$ cat src/rtl/rv_enc_pkg.sv
// -----------------------------------------------------------------------------
// rv_enc_pkg
// Shared definitions for the RV64IM streaming instruction encoder:
//   enc_op_e     - operation selector presented on in_op
//   fmt_e        - RISC-V instruction layout (R/I/S/B/U/J)
//   chk_e        - immediate range rule applied to an operation
//   OPC_*        - major opcode constants
//   REG_*        - ABI register indices
//   enc_info()   - per-operation lookup of layout, opcode, funct3, funct7
//                  and range rule; valid=0 for unknown/pseudo operations
//   state_e      - output sequencer states
// -----------------------------------------------------------------------------
package rv_enc_pkg;

    typedef enum logic [6:0] {
        ENC_LUI, ENC_AUIPC, ENC_JAL, ENC_JALR,
        ENC_BEQ, ENC_BNE, ENC_BLT, ENC_BGE, ENC_BLTU, ENC_BGEU,
        ENC_LB, ENC_LH, ENC_LW, ENC_LD, ENC_LBU, ENC_LHU, ENC_LWU,
        ENC_SB, ENC_SH, ENC_SW, ENC_SD,
        ENC_ADDI, ENC_SLTI, ENC_SLTIU, ENC_XORI, ENC_ORI, ENC_ANDI,
        ENC_SLLI, ENC_SRLI, ENC_SRAI,
        ENC_ADD, ENC_SUB, ENC_SLL, ENC_SLT, ENC_SLTU, ENC_XOR,
        ENC_SRL, ENC_SRA, ENC_OR, ENC_AND,
        ENC_ADDIW, ENC_SLLIW, ENC_SRLIW, ENC_SRAIW,
        ENC_ADDW, ENC_SUBW, ENC_SLLW, ENC_SRLW, ENC_SRAW,
        ENC_MUL, ENC_MULH, ENC_MULHSU, ENC_MULHU,
        ENC_DIV, ENC_DIVU, ENC_REM, ENC_REMU,
        ENC_MULW, ENC_DIVW, ENC_DIVUW, ENC_REMW, ENC_REMUW,
        ENC_ECALL, ENC_EBREAK,
        // Pseudo-ops: only legal when pseudo expansion is built in
        ENC_LI, ENC_MV, ENC_NOT, ENC_NEG, ENC_SEQZ, ENC_SNEZ, ENC_NOP
    } enc_op_e;

    typedef enum logic [2:0] {FMT_R, FMT_I, FMT_S, FMT_B, FMT_U, FMT_J} fmt_e;

    typedef enum logic [2:0] {
        CHK_NONE,   // no immediate, or immediate is truncated (U-type)
        CHK_I12,    // signed 12 bits
        CHK_B13,    // signed 13 bits, even
        CHK_J21,    // signed 21 bits, even
        CHK_SH6,    // shamt 0..63
        CHK_SH5     // shamt 0..31
    } chk_e;

    typedef enum logic {ST_IDLE, ST_EMIT2} state_e;

    localparam logic [6:0] OPC_OP        = 7'b0110011;
    localparam logic [6:0] OPC_OP_IMM    = 7'b0010011;
    localparam logic [6:0] OPC_OP_32     = 7'b0111011;
    localparam logic [6:0] OPC_OP_IMM_32 = 7'b0011011;
    localparam logic [6:0] OPC_LOAD      = 7'b0000011;
    localparam logic [6:0] OPC_STORE     = 7'b0100011;
    localparam logic [6:0] OPC_BRANCH    = 7'b1100011;
    localparam logic [6:0] OPC_LUI       = 7'b0110111;
    localparam logic [6:0] OPC_AUIPC     = 7'b0010111;
    localparam logic [6:0] OPC_JAL       = 7'b1101111;
    localparam logic [6:0] OPC_JALR      = 7'b1100111;
    localparam logic [6:0] OPC_SYSTEM    = 7'b1110011;

    localparam logic [6:0] F7_BASE = 7'b0000000;
    localparam logic [6:0] F7_ALT  = 7'b0100000;  // SUB/SRA family, bit30
    localparam logic [6:0] F7_MUL  = 7'b0000001;

    localparam logic [4:0] REG_ZERO = 5'd0,  REG_RA  = 5'd1,  REG_SP  = 5'd2,  REG_GP  = 5'd3;
    localparam logic [4:0] REG_TP   = 5'd4,  REG_T0  = 5'd5,  REG_T1  = 5'd6,  REG_T2  = 5'd7;
    localparam logic [4:0] REG_S0   = 5'd8,  REG_S1  = 5'd9,  REG_A0  = 5'd10, REG_A1  = 5'd11;
    localparam logic [4:0] REG_A2   = 5'd12, REG_A3  = 5'd13, REG_A4  = 5'd14, REG_A5  = 5'd15;
    localparam logic [4:0] REG_A6   = 5'd16, REG_A7  = 5'd17, REG_S2  = 5'd18, REG_S3  = 5'd19;
    localparam logic [4:0] REG_S4   = 5'd20, REG_S5  = 5'd21, REG_S6  = 5'd22, REG_S7  = 5'd23;
    localparam logic [4:0] REG_S8   = 5'd24, REG_S9  = 5'd25, REG_S10 = 5'd26, REG_S11 = 5'd27;
    localparam logic [4:0] REG_T3   = 5'd28, REG_T4  = 5'd29, REG_T5  = 5'd30, REG_T6  = 5'd31;

    typedef struct packed {
        logic       valid;
        fmt_e       fmt;
        logic [6:0] opcode;
        logic [2:0] funct3;
        logic [6:0] funct7;
        chk_e       chk;
    } enc_info_t;

    function automatic enc_info_t mk(fmt_e f, logic [6:0] opc, logic [2:0] f3,
                                     logic [6:0] f7, chk_e c);
        enc_info_t r;
        r.valid  = 1'b1;
        r.fmt    = f;
        r.opcode = opc;
        r.funct3 = f3;
        r.funct7 = f7;
        r.chk    = c;
        return r;
    endfunction

    function automatic enc_info_t enc_info(enc_op_e op);
        enc_info_t r;
        r = '0;
        case (op)
            ENC_LUI:    r = mk(FMT_U, OPC_LUI,       3'b000, F7_BASE, CHK_NONE);
            ENC_AUIPC:  r = mk(FMT_U, OPC_AUIPC,     3'b000, F7_BASE, CHK_NONE);
            ENC_JAL:    r = mk(FMT_J, OPC_JAL,       3'b000, F7_BASE, CHK_J21);
            ENC_JALR:   r = mk(FMT_I, OPC_JALR,      3'b000, F7_BASE, CHK_I12);
            ENC_BEQ:    r = mk(FMT_B, OPC_BRANCH,    3'b000, F7_BASE, CHK_B13);
            ENC_BNE:    r = mk(FMT_B, OPC_BRANCH,    3'b001, F7_BASE, CHK_B13);
            ENC_BLT:    r = mk(FMT_B, OPC_BRANCH,    3'b100, F7_BASE, CHK_B13);
            ENC_BGE:    r = mk(FMT_B, OPC_BRANCH,    3'b101, F7_BASE, CHK_B13);
            ENC_BLTU:   r = mk(FMT_B, OPC_BRANCH,    3'b110, F7_BASE, CHK_B13);
            ENC_BGEU:   r = mk(FMT_B, OPC_BRANCH,    3'b111, F7_BASE, CHK_B13);
            ENC_LB:     r = mk(FMT_I, OPC_LOAD,      3'b000, F7_BASE, CHK_I12);
            ENC_LH:     r = mk(FMT_I, OPC_LOAD,      3'b001, F7_BASE, CHK_I12);
            ENC_LW:     r = mk(FMT_I, OPC_LOAD,      3'b010, F7_BASE, CHK_I12);
            ENC_LD:     r = mk(FMT_I, OPC_LOAD,      3'b011, F7_BASE, CHK_I12);
            ENC_LBU:    r = mk(FMT_I, OPC_LOAD,      3'b100, F7_BASE, CHK_I12);
            ENC_LHU:    r = mk(FMT_I, OPC_LOAD,      3'b101, F7_BASE, CHK_I12);
            ENC_LWU:    r = mk(FMT_I, OPC_LOAD,      3'b110, F7_BASE, CHK_I12);
            ENC_SB:     r = mk(FMT_S, OPC_STORE,     3'b000, F7_BASE, CHK_I12);
            ENC_SH:     r = mk(FMT_S, OPC_STORE,     3'b001, F7_BASE, CHK_I12);
            ENC_SW:     r = mk(FMT_S, OPC_STORE,     3'b010, F7_BASE, CHK_I12);
            ENC_SD:     r = mk(FMT_S, OPC_STORE,     3'b011, F7_BASE, CHK_I12);
            ENC_ADDI:   r = mk(FMT_I, OPC_OP_IMM,    3'b000, F7_BASE, CHK_I12);
            ENC_SLTI:   r = mk(FMT_I, OPC_OP_IMM,    3'b010, F7_BASE, CHK_I12);
            ENC_SLTIU:  r = mk(FMT_I, OPC_OP_IMM,    3'b011, F7_BASE, CHK_I12);
            ENC_XORI:   r = mk(FMT_I, OPC_OP_IMM,    3'b100, F7_BASE, CHK_I12);
            ENC_ORI:    r = mk(FMT_I, OPC_OP_IMM,    3'b110, F7_BASE, CHK_I12);
            ENC_ANDI:   r = mk(FMT_I, OPC_OP_IMM,    3'b111, F7_BASE, CHK_I12);
            ENC_SLLI:   r = mk(FMT_I, OPC_OP_IMM,    3'b001, F7_BASE, CHK_SH6);
            ENC_SRLI:   r = mk(FMT_I, OPC_OP_IMM,    3'b101, F7_BASE, CHK_SH6);
            ENC_SRAI:   r = mk(FMT_I, OPC_OP_IMM,    3'b101, F7_ALT,  CHK_SH6);
            ENC_ADD:    r = mk(FMT_R, OPC_OP,        3'b000, F7_BASE, CHK_NONE);
            ENC_SUB:    r = mk(FMT_R, OPC_OP,        3'b000, F7_ALT,  CHK_NONE);
            ENC_SLL:    r = mk(FMT_R, OPC_OP,        3'b001, F7_BASE, CHK_NONE);
            ENC_SLT:    r = mk(FMT_R, OPC_OP,        3'b010, F7_BASE, CHK_NONE);
            ENC_SLTU:   r = mk(FMT_R, OPC_OP,        3'b011, F7_BASE, CHK_NONE);
            ENC_XOR:    r = mk(FMT_R, OPC_OP,        3'b100, F7_BASE, CHK_NONE);
            ENC_SRL:    r = mk(FMT_R, OPC_OP,        3'b101, F7_BASE, CHK_NONE);
            ENC_SRA:    r = mk(FMT_R, OPC_OP,        3'b101, F7_ALT,  CHK_NONE);
            ENC_OR:     r = mk(FMT_R, OPC_OP,        3'b110, F7_BASE, CHK_NONE);
            ENC_AND:    r = mk(FMT_R, OPC_OP,        3'b111, F7_BASE, CHK_NONE);
            ENC_ADDIW:  r = mk(FMT_I, OPC_OP_IMM_32, 3'b000, F7_BASE, CHK_I12);
            ENC_SLLIW:  r = mk(FMT_I, OPC_OP_IMM_32, 3'b001, F7_BASE, CHK_SH5);
            ENC_SRLIW:  r = mk(FMT_I, OPC_OP_IMM_32, 3'b101, F7_BASE, CHK_SH5);
            ENC_SRAIW:  r = mk(FMT_I, OPC_OP_IMM_32, 3'b101, F7_ALT,  CHK_SH5);
            ENC_ADDW:   r = mk(FMT_R, OPC_OP_32,     3'b000, F7_BASE, CHK_NONE);
            ENC_SUBW:   r = mk(FMT_R, OPC_OP_32,     3'b000, F7_ALT,  CHK_NONE);
            ENC_SLLW:   r = mk(FMT_R, OPC_OP_32,     3'b001, F7_BASE, CHK_NONE);
            ENC_SRLW:   r = mk(FMT_R, OPC_OP_32,     3'b101, F7_BASE, CHK_NONE);
            ENC_SRAW:   r = mk(FMT_R, OPC_OP_32,     3'b101, F7_ALT,  CHK_NONE);
            ENC_MUL:    r = mk(FMT_R, OPC_OP,        3'b000, F7_MUL,  CHK_NONE);
            ENC_MULH:   r = mk(FMT_R, OPC_OP,        3'b001, F7_MUL,  CHK_NONE);
            ENC_MULHSU: r = mk(FMT_R, OPC_OP,        3'b010, F7_MUL,  CHK_NONE);
            ENC_MULHU:  r = mk(FMT_R, OPC_OP,        3'b011, F7_MUL,  CHK_NONE);
            ENC_DIV:    r = mk(FMT_R, OPC_OP,        3'b100, F7_MUL,  CHK_NONE);
            ENC_DIVU:   r = mk(FMT_R, OPC_OP,        3'b101, F7_MUL,  CHK_NONE);
            ENC_REM:    r = mk(FMT_R, OPC_OP,        3'b110, F7_MUL,  CHK_NONE);
            ENC_REMU:   r = mk(FMT_R, OPC_OP,        3'b111, F7_MUL,  CHK_NONE);
            ENC_MULW:   r = mk(FMT_R, OPC_OP_32,     3'b000, F7_MUL,  CHK_NONE);
            ENC_DIVW:   r = mk(FMT_R, OPC_OP_32,     3'b100, F7_MUL,  CHK_NONE);
            ENC_DIVUW:  r = mk(FMT_R, OPC_OP_32,     3'b101, F7_MUL,  CHK_NONE);
            ENC_REMW:   r = mk(FMT_R, OPC_OP_32,     3'b110, F7_MUL,  CHK_NONE);
            ENC_REMUW:  r = mk(FMT_R, OPC_OP_32,     3'b111, F7_MUL,  CHK_NONE);
            // Operand fields are forced to zero / 1 by the top for these two
            ENC_ECALL:  r = mk(FMT_I, OPC_SYSTEM,    3'b000, F7_BASE, CHK_NONE);
            ENC_EBREAK: r = mk(FMT_I, OPC_SYSTEM,    3'b000, F7_BASE, CHK_NONE);
            default:    r = '0;
        endcase
        return r;
    endfunction

endpackage

$ cat src/rtl/rv_enc_format.sv
// -----------------------------------------------------------------------------
// rv_enc_format
// Combinational packer for one 32-bit RISC-V instruction word.
// Ports:
//   fmt       in  3   fmt_e layout selector
//   opcode    in  7   major opcode
//   funct3    in  3   funct3 field
//   funct7    in  7   funct7 field (also supplies imm[11:5] of immediate shifts)
//   chk       in  3   chk_e immediate range rule
//   rd/rs1/rs2 in 5   register indices
//   imm       in  32  signed immediate
//   word      out 32  packed instruction
//   range_ok  out 1   immediate satisfies the range rule
// -----------------------------------------------------------------------------
module rv_enc_format
    import rv_enc_pkg::*;
(
    input  logic [2:0]  fmt,
    input  logic [6:0]  opcode,
    input  logic [2:0]  funct3,
    input  logic [6:0]  funct7,
    input  logic [2:0]  chk,
    input  logic [4:0]  rd,
    input  logic [4:0]  rs1,
    input  logic [4:0]  rs2,
    input  logic [31:0] imm,
    output logic [31:0] word,
    output logic        range_ok
);

    logic [11:0] imm_i;

    // NOTE: every combinational output gets a default first, so no path
    // through the case statements leaves a value unassigned (no latch).
    always_comb begin
        imm_i    = imm[11:0];
        word     = '0;
        range_ok = 1'b0;

        // Immediate shifts carry funct7 in the upper immediate bits; for the
        // 6-bit RV64 shamt only funct7[6:1] fits, which still places bit30.
        case (chk_e'(chk))
            CHK_SH6: imm_i = {funct7[6:1], imm[5:0]};
            CHK_SH5: imm_i = {funct7, imm[4:0]};
            default: imm_i = imm[11:0];
        endcase

        case (fmt_e'(fmt))
            FMT_R: word = {funct7, rs2, rs1, funct3, rd, opcode};
            FMT_I: word = {imm_i, rs1, funct3, rd, opcode};
            FMT_S: word = {imm[11:5], rs2, rs1, funct3, imm[4:0], opcode};
            FMT_B: word = {imm[12], imm[10:5], rs2, rs1, funct3, imm[4:1], imm[11], opcode};
            FMT_U: word = {imm[19:0], rd, opcode};
            FMT_J: word = {imm[20], imm[10:1], imm[11], imm[19:12], rd, opcode};
            default: word = '0;
        endcase

        // A signed N-bit value has all bits from N-1 upward equal.
        case (chk_e'(chk))
            CHK_NONE: range_ok = 1'b1;
            CHK_I12:  range_ok = (&imm[31:11]) | ~(|imm[31:11]);
            CHK_B13:  range_ok = ((&imm[31:12]) | ~(|imm[31:12])) & ~imm[0];
            CHK_J21:  range_ok = ((&imm[31:20]) | ~(|imm[31:20])) & ~imm[0];
            CHK_SH6:  range_ok = ~(|imm[31:6]);
            CHK_SH5:  range_ok = ~(|imm[31:5]);
            default:  range_ok = 1'b0;
        endcase
    end

endmodule

$ cat src/rtl/rv64_inst_encoder.sv
// -----------------------------------------------------------------------------
// rv64_inst_encoder
// Streaming RV64IM assembler: accepts (op, rd, rs1, rs2, imm) requests and
// emits 32-bit instruction words tagged with their address.
// Optional feature macro: ENC_PSEUDO_EN enables LI/MV/NOT/NEG/SEQZ/SNEZ/NOP,
// including the two-word LUI+ADDIW form of LI. Without it those ops are
// rejected as illegal and the EMIT2 state is never entered.
// Parameters:
//   PC_RESET     address of the first word emitted after reset
// Ports:
//   clk, reset   clock; synchronous active-high reset
//   in_valid/in_ready, in_op, in_rd, in_rs1, in_rs2, in_imm   request
//   out_valid/out_ready, out_inst, out_pc                     output word
//   err_illegal  one-cycle pulse the cycle after a rejected request
//   busy         output word pending or second word outstanding
// -----------------------------------------------------------------------------
module rv64_inst_encoder
    import rv_enc_pkg::*;
#(
    parameter logic [63:0] PC_RESET = 64'h0
) (
    input  logic        clk,
    input  logic        reset,
    input  logic        in_valid,
    output logic        in_ready,
    input  logic [6:0]  in_op,
    input  logic [4:0]  in_rd,
    input  logic [4:0]  in_rs1,
    input  logic [4:0]  in_rs2,
    input  logic [31:0] in_imm,
    output logic        out_valid,
    input  logic        out_ready,
    output logic [31:0] out_inst,
    output logic [63:0] out_pc,
    output logic        err_illegal,
    output logic        busy
);

    state_e      state_q;
    logic        out_valid_q;
    logic [31:0] out_inst_q;
    logic [63:0] out_pc_q;
    logic        err_q;
    logic [31:0] pend_q;

    enc_op_e     op_sel;
    logic [4:0]  rd_sel, rs1_sel, rs2_sel;
    logic [31:0] imm_sel;
    logic        two_word;
    enc_info_t   info;
    logic [31:0] main_word;
    logic        main_ok;
    logic [31:0] pend_word;
    logic        pend_ok;
    logic        req_ok;
    logic        accept;
    logic        out_fire;

`ifdef ENC_PSEUDO_EN
    // LI split: rounding by 0x800 compensates the sign-extension of lo.
    logic [31:0] li_sum;
    logic [19:0] li_hi;
    logic [11:0] li_lo;
    logic        li_fits12;

    assign li_sum    = in_imm + 32'h0000_0800;
    assign li_hi     = li_sum[31:12];
    assign li_lo     = in_imm[11:0];
    assign li_fits12 = (&in_imm[31:11]) | ~(|in_imm[31:11]);
`endif

    // Map the request onto a base operation and its effective operands.
    always_comb begin
        op_sel   = enc_op_e'(in_op);
        rd_sel   = in_rd;
        rs1_sel  = in_rs1;
        rs2_sel  = in_rs2;
        imm_sel  = in_imm;
        two_word = 1'b0;
        case (enc_op_e'(in_op))
            ENC_ECALL: begin
                rd_sel = REG_ZERO; rs1_sel = REG_ZERO; rs2_sel = REG_ZERO; imm_sel = 32'd0;
            end
            ENC_EBREAK: begin
                rd_sel = REG_ZERO; rs1_sel = REG_ZERO; rs2_sel = REG_ZERO; imm_sel = 32'd1;
            end
`ifdef ENC_PSEUDO_EN
            ENC_LI: begin
                if (li_fits12) begin
                    op_sel  = ENC_ADDI;
                    rs1_sel = REG_ZERO;
                end else begin
                    op_sel   = ENC_LUI;
                    imm_sel  = {12'd0, li_hi};
                    two_word = (li_lo != 12'd0);
                end
            end
            ENC_MV:   begin op_sel = ENC_ADDI;  imm_sel = 32'd0; end
            ENC_NOT:  begin op_sel = ENC_XORI;  imm_sel = 32'hFFFF_FFFF; end
            ENC_NEG:  begin op_sel = ENC_SUB;   rs1_sel = REG_ZERO; end
            ENC_SEQZ: begin op_sel = ENC_SLTIU; imm_sel = 32'd1; end
            ENC_SNEZ: begin op_sel = ENC_SLTU;  rs1_sel = REG_ZERO; end
            ENC_NOP:  begin
                op_sel = ENC_ADDI; rd_sel = REG_ZERO; rs1_sel = REG_ZERO; imm_sel = 32'd0;
            end
`endif
            default: ;
        endcase
    end

    assign info = enc_info(op_sel);

    rv_enc_format u_fmt_main (
        .fmt      (info.fmt),
        .opcode   (info.opcode),
        .funct3   (info.funct3),
        .funct7   (info.funct7),
        .chk      (info.chk),
        .rd       (rd_sel),
        .rs1      (rs1_sel),
        .rs2      (rs2_sel),
        .imm      (imm_sel),
        .word     (main_word),
        .range_ok (main_ok)
    );

`ifdef ENC_PSEUDO_EN
    // Second LI word: addiw rd, rd, sext(lo).
    rv_enc_format u_fmt_pend (
        .fmt      (FMT_I),
        .opcode   (OPC_OP_IMM_32),
        .funct3   (3'b000),
        .funct7   (F7_BASE),
        .chk      (CHK_NONE),
        .rd       (in_rd),
        .rs1      (in_rd),
        .rs2      (REG_ZERO),
        .imm      ({{20{li_lo[11]}}, li_lo}),
        .word     (pend_word),
        .range_ok (pend_ok)
    );
`else
    assign pend_word = 32'd0;
    assign pend_ok   = 1'b1;
`endif

    assign req_ok   = info.valid && main_ok && (!two_word || pend_ok);
    assign in_ready = (state_q == ST_IDLE) && (!out_valid_q || out_ready);
    assign accept   = in_valid && in_ready;
    assign out_fire = out_valid_q && out_ready;

    // NOTE: all state below uses non-blocking assignments so every register
    // samples pre-edge values regardless of statement order.
    always_ff @(posedge clk) begin
        if (reset) begin
            state_q     <= ST_IDLE;
            out_valid_q <= 1'b0;
            out_inst_q  <= 32'd0;
            out_pc_q    <= PC_RESET;
            err_q       <= 1'b0;
            pend_q      <= 32'd0;
        end else begin
            err_q <= accept && !req_ok;
            if (out_fire) begin
                out_pc_q <= out_pc_q + 64'd4;
            end
            case (state_q)
                ST_IDLE: begin
                    if (accept && req_ok) begin
                        out_valid_q <= 1'b1;
                        out_inst_q  <= main_word;
                        if (two_word) begin
                            pend_q  <= pend_word;
                            state_q <= ST_EMIT2;
                        end
                    end else if (out_fire) begin
                        out_valid_q <= 1'b0;
                    end
                end
                ST_EMIT2: begin
                    // out_valid stays high: word 2 replaces word 1 on its handshake
                    if (out_fire) begin
                        out_inst_q <= pend_q;
                        state_q    <= ST_IDLE;
                    end
                end
                default: state_q <= ST_IDLE;
            endcase
        end
    end

    assign out_valid   = out_valid_q;
    assign out_inst    = out_inst_q;
    assign out_pc      = out_pc_q;
    assign err_illegal = err_q;
    assign busy        = out_valid_q || (state_q != ST_IDLE);

endmodule

$ cat config.mk
export PLATFORM = sky130hd
export DESIGN_NAME = rv64_inst_encoder
export DESIGN_NICKNAME = d
export VERILOG_FILES = /design/src/rtl/rv_enc_pkg.sv /design/src/rtl/rv_enc_format.sv /design/src/rtl/rv64_inst_encoder.sv
export SDC_FILE = /design/constraint.sdc
export NUM_CORES = 1
export LEC_CHECK = 0
export CAP_MARGIN = 20
export CORE_MARGIN = 3
export CORE_UTILIZATION = 45
export DETAILED_ROUTE_END_ITERATION = 8
export GPL_ROUTABILITY_DRIVEN = 0
export PLACE_DENSITY = 0.83
export REMOVE_ABC_BUFFERS = 1
export SLEW_MARGIN = 25
export SYNTH_ARGS = -nofsm -noshare
export SYNTH_HDL_FRONTEND = slang
export SYNTH_SLANG_ARGS = --single-unit
export TNS_END_PERCENT = 5
$ cat constraint.sdc
create_clock -name clk -period 2.8 [get_ports clk]
set_input_delay 0.56 -clock clk [delete_from_list [all_inputs] [get_ports clk]]
set_output_delay 0.56 -clock clk [all_outputs]
set_load 0.01 [all_outputs]
* Word-level counts from Yosys, hierarchy flattened
Memories as Yosys holds them, arrays and structs flattened.
Cells that the tools add are included.
** Storage, ports and cells
- Bits of input ports :: 58
- Bits in registers :: 99
- Output and inout bits :: 100
- Memory bits (read-only) :: 1024
- Memories :: 1
** Memories
- (no name shown) :: depth 64, width 16, read ports 1, clocked after memory_dff 0, write ports 0, RTL line rv_enc_pkg.sv:97 : case (op)
** Cells by class
- Bitwise operators :: 12
- Multiplexer cells :: 15
- $add $sub $neg :: 1
- Equality and inequality tests :: 14
- Reductions and logical operators :: 24
** Operator list (count)
- one-hot mux 32 bit (6 select lines) :: 1
- one-hot mux 32 bit (2 select lines) :: 2
- adder 64 x 3 -> 64 bit, second input constant :: 1
- two-way mux 32 bit :: 2
- OR reduction 27 bit :: 1
- OR reduction 26 bit :: 1
- two-way mux 24 bit :: 1
- one-hot mux 12 bit (2 select lines) :: 1
- AND reduction 21 bit :: 1
- OR reduction 21 bit :: 1
- AND reduction 20 bit :: 1
- OR reduction 20 bit :: 1
- two-way mux 5 bit :: 3
- equality test 7 x 6 -> 1 bit, second input constant :: 2
- equality test 3 x 2 -> 1 bit, second input constant :: 4
- equality test 3 bit, second input constant :: 4
- AND reduction 12 bit :: 1
- OR reduction 12 bit :: 1
- NOT 1 bit :: 7
- equality test 3 x 1 -> 1 bit, second input constant :: 2
- logical AND 1 bit :: 6
- logical NOT 3 bit :: 2
- one-hot mux 1 bit (6 select lines) :: 1
- != test 2 x 1 -> 1 bit, second input constant :: 2
- other kinds (9) :: 17

* Logic depth before layout (Yosys ltp)
- Depth after elaboration :: 11
- Mapped depth :: 12
- Depth with buffers taken out :: 11

* Hierarchy
From an unflattened synthesis, not the netlist that was laid out.
** Second synthesis, totals
- Cell total of the unflattened synthesis :: 803
- Area total of the unflattened synthesis :: 6185.9 µm²
** Modules (own cells, without submodules)
- rv64_inst_encoder :: area an instance 5378.9 µm², cells an instance 682, instances 1
- rv_enc_format :: area an instance 807.0 µm², cells an instance 121, instances 1

* Worst setup path before layout
No wires, ideal clock.
- Kind :: input-to-reg
- From :: in in_op[1]
- To :: reg out_inst_q[16] (netlist: out_inst[16])
- Arrival time :: 2.685 ns
- Setup time :: 0.092 ns
- Setup slack :: 0.023 ns
- Stages on the path :: 11
- Path buffers :: 1
- Cells stage by stage :: inv_1 ha_1 inv_1 ha_1 a211oi_1 o31a_1 buf_2 nand2_1 o211ai_1 o21ai_0 o32ai_1
** Between the ends
- Longest elaborated chain between the ends :: 11
- Elaborated cells between the ends (all ways) :: 46
- Classes of those cells :: eq/ne: 13; mux: 7; bitwise: 11; reduce/logical: 14; memory: 1
** RTL lines
- start: declaration :: RTL line rv64_inst_encoder.sv:26 : input logic [6:0] in_op,
- parallel branches: the longest is 11 deep, another holds memory read (64 x 16 bit)
- end signal: assignment :: RTL line rv64_inst_encoder.sv:171 : out_inst_q <= main_word;
- end signal: assignment :: RTL line rv64_inst_encoder.sv:183 : out_inst_q <= pend_q;
- end: declaration :: RTL line rv64_inst_encoder.sv:41 : logic [31:0] out_inst_q;
Several ways; the timed one is not identified. The select of a mux whose other input is x is not followed.
A chain may end at the register's enable or synchronous reset.

* Worst setup path in the final report
- From :: in in_op[5]
- To :: reg out_inst_q[20] (netlist: out_inst[20])
Same word-level chain as after synthesis.

==> results.md <==
- Setup crit end: out_inst[20]
- Pwr dens: 369.0 mW/mm^2
- Main synth FF type: dfxtp_1
- Slew @ Worst Pin: 615.5 ps
- CORE AREA: approximately 0.013 mm^2
- M1 WL: 7836 um
- Slew Viols, Final: 0
- Routed vias: 6654
- Synth warn: 0
- I/O Pins: 158
- Crit path DAT: about 3100 ps
- Synth top area cells: dfxtp_1 (32%), nand2_1 (6.1%), mux2i_1 (5.1%)
- Average size of a mapped cell: 8.057 um^2
- Setup CP Type: in -> reg
- CTS H-tree depth: 3
- Top layer in use: met4
- Met3 WL: 1765 um
- Number of global-route vias before repair: roughly 6000
- Sequential area share after synthesis: between 30% and 40%
- Clock buffer depth: 2
- Final core utilization: 69.75%
- Reg2reg start: out_pc[20]
- Root buffer cell: clkbuf_16
- WP data required: 3080 ps
- Total GRT Usage: 24.83%
- Pre-antenna DRT Iters: 5
- Synth area leader: dfxtp_1
- Max VDD drop: 0.2903 mV
- Worst-path clk slew: 70 ps
- Chip height: 120.9 um
- Max-slew headroom: about three fifths
- Layout cells sized above 1: 18.41%
- Failing checks: negative setup slack
- Hold Path Depth: 2
- Netlist cell types: 73
- Starting Density: between 40% and 50%
- Routed Antenna Nets: 0
- FF+latch area: 0.001922 mm^2
- Critical Path Sink Type: flop
- Mapped Cells: 738
- Cts bufs inserted: 9
- Post-synth top area share: 32.32%
- Tmin final: 2837 ps
- Die ar.: 0.01463 mm^2
- Worst setup path start: in_op[5]
- Wirelength, routed: a little under 20000 um
- ANT cells: 0
- Final instance area: 0.008910 mm^2
- Final hold vios: 0
- Mapped Area: between 0.005 and 0.006 mm^2
- Row count: 41
- Port Buffers: 155
- Largest net degree at the start of global routing: 62
- Die Wd: 120.9 um
- Skew final: 9.384 ps
- Worst skew pair latency: 350 ps
- Simple-gate share of the synthesized area: 28.70%
- Hpwl dp: 14190 um
- Filler cells: 984
- Placed Instances: 1128
- Largest family of logic cells by synthesized area: simple AND/OR/NAND/NOR gates
- R2r setup slk: between 500 and 600 ps
- Area of the multi-input gates: 0.003899 mm^2
- Number of synthesized register bits: 96
- EDFF count, synth: 0
- Worst Reg-to-Reg Cells: 6
- Final setup fails: 12
- Commonest non-fill, non-tap cell in the layout: clkdlybuf4s50_1
- Async SR Flop Fraction: 0%
- DR vias/cell: a little under 6
- Synth Area in Compound Gates: 18.31%
- Congestion Overflow GR: 0
- Avg WL per Cell: 16.77 um
- RR Endpoint: out_pc[63]
- Hold Buf Count CTS: 0
- Commonest cells after routing, fill and taps aside: clkdlybuf4s50_1 (150), buf_4 (106), nand2_1 (97)
- Status: complete, but fails checks
- Total power: 3.288 mW
- HP Class: reg -> reg
- Initial antenna violation count: 0
- Leak: 3.477 nW
- DRC viols: 0
- Met2 WL post-DR: just over 9000 um
- DR iter-0 viols: between 500 and 600
- First-pass GRT wire length: 29570 um
- Worst Setup Start Kind: input pin
- Fmax achieved: 0.3525 GHz
- Fin cells: around 1200
- Max Cap Violations: 0
- Period utilization: 101.3%
- CTS Sinks: 96
- TritonCTS clock tree: done
- Area growth syn-to-layout: 49.85%
- Xor/xnor cell area share of the yosys netlist: 6.629%
- Multiplexer share of the synthesized area: a little over 6%
- Critical Path Fanout Max: 8
- Synth Area in Adders: 3.367%
- Final setup margin: -37.11 ps
- Nets: about 1100
- Placed cell areas: roughly 0.0084 mm^2
==> stage by stage <==
| step | hold WS [ps] | setup slack [ps] | TNS (ps) |
|---|---|---|---|
| global route | 484.0 | -71.31 | -825.6 |
| floorplan | 479.0 | -355.3 | -3456 |
| global placement | 445.7 | -317.4 | -9625 |
| detailed placement | 452.1 | -410.0 | -11560 |
| finish | 458.3 | -37.11 | -265.5 |
| CTS | 461.9 | -0.3275 | -0.3275 |
==> per-layer routing <==
metal,vias up,GRT usage [%]
li1,3147,-
met1,3065,31.57
met2,376,41.33
met3,66,4.615
met4,0,10.20
met5,-,0
==> flip-flops by register name, summed over array words and instances, names as in the netlist <==
name / cells
out_inst: 31
err_illegal: 1
state_q: 1
out_valid: 1
out_pc: 62
==> synthesized netlist by cell type, drive strengths merged (10+ instances only) <==
master,number
o21ai,46
mux2i,30
or3,20
xnor2,17
buf,20
o211ai,18
nand2,97
dfxtp,96
nand3,34
and3,10
nand4,21
inv,14
nor2,69
xor2,28
ha,16
clkbuf,24
and4,12
a21oi,41
nor4,11
nor3,15
==> layout make-up <==
| type | count | share of cell area, % |
|---|---|---|
| Multi-Input combinational cell | 585 | 43.76 |
| Timing Repair Buffer | 272 | 28.27 |
| Sequential cell | 96 | 21.57 |
| Clock buffer | 12 | 2.991 |
| Tap cell | 172 | 2.415 |
| Inverter | 14 | 0.5898 |
| Clock inverter | 4 | 0.4072 |
==> worst min path at each step <==
| stage | from | endpoint | slack (ps) |
|---|---|---|---|
| after global placement | out_inst[15] | out_inst[15] | 450 |
| after CTS | out_inst[26] | out_inst[26] | 460 |
| after floorplan | out_inst[12] | out_inst[12] | 480 |
| final | out_inst[9] | out_inst[9] | 460 |
| after detailed placement | out_inst[26] | out_inst[26] | 450 |
| after global routing | out_inst[29] | out_inst[29] | 480 |
==> critical path: stages <==
cell and delay, ps:
clkdlybuf4s50_1 470, nor2b_1 440, o211ai_1 220, and4_1 270, o311ai_4 260, nand3_2 160, o21ai_4 320, clkbuf_16 230
mux2i_1 170
==> what timing repair did <==
action	in CTS	in global routing
buffers inserted	1	8
endpoints found under the setup margin	4	33
cloned	0	2
pin swaps	4	10
gates resized for setup	7	26
==> power breakdown <==
| part | internal [mW] | switching [mW] | leakage (nW) | total (mW) |
|---|---|---|---|---|
| logic | 0.339 | 0.321 | 2.55 | 0.659 |
| registers | 1.39 | 0.0143 | 0.775 | 1.40 |
| clock network | 0.685 | 0.542 | 0.147 | 1.23 |
| total | 2.41 | 0.877 | 3.48 | 3.29 |
==> logic make-up after synthesis <==
| logic type | after synthesis |
|---|---|
| simple gates | 326 |
| compound gates | 161 |
| flops | 96 |
| buf+inv | 58 |
| xor+xnor | 45 |
| mux | 35 |
| fa+ha+maj | 16 |
| other cells | 1 |
Note: power is estimated with default switching activity, not from simulation.
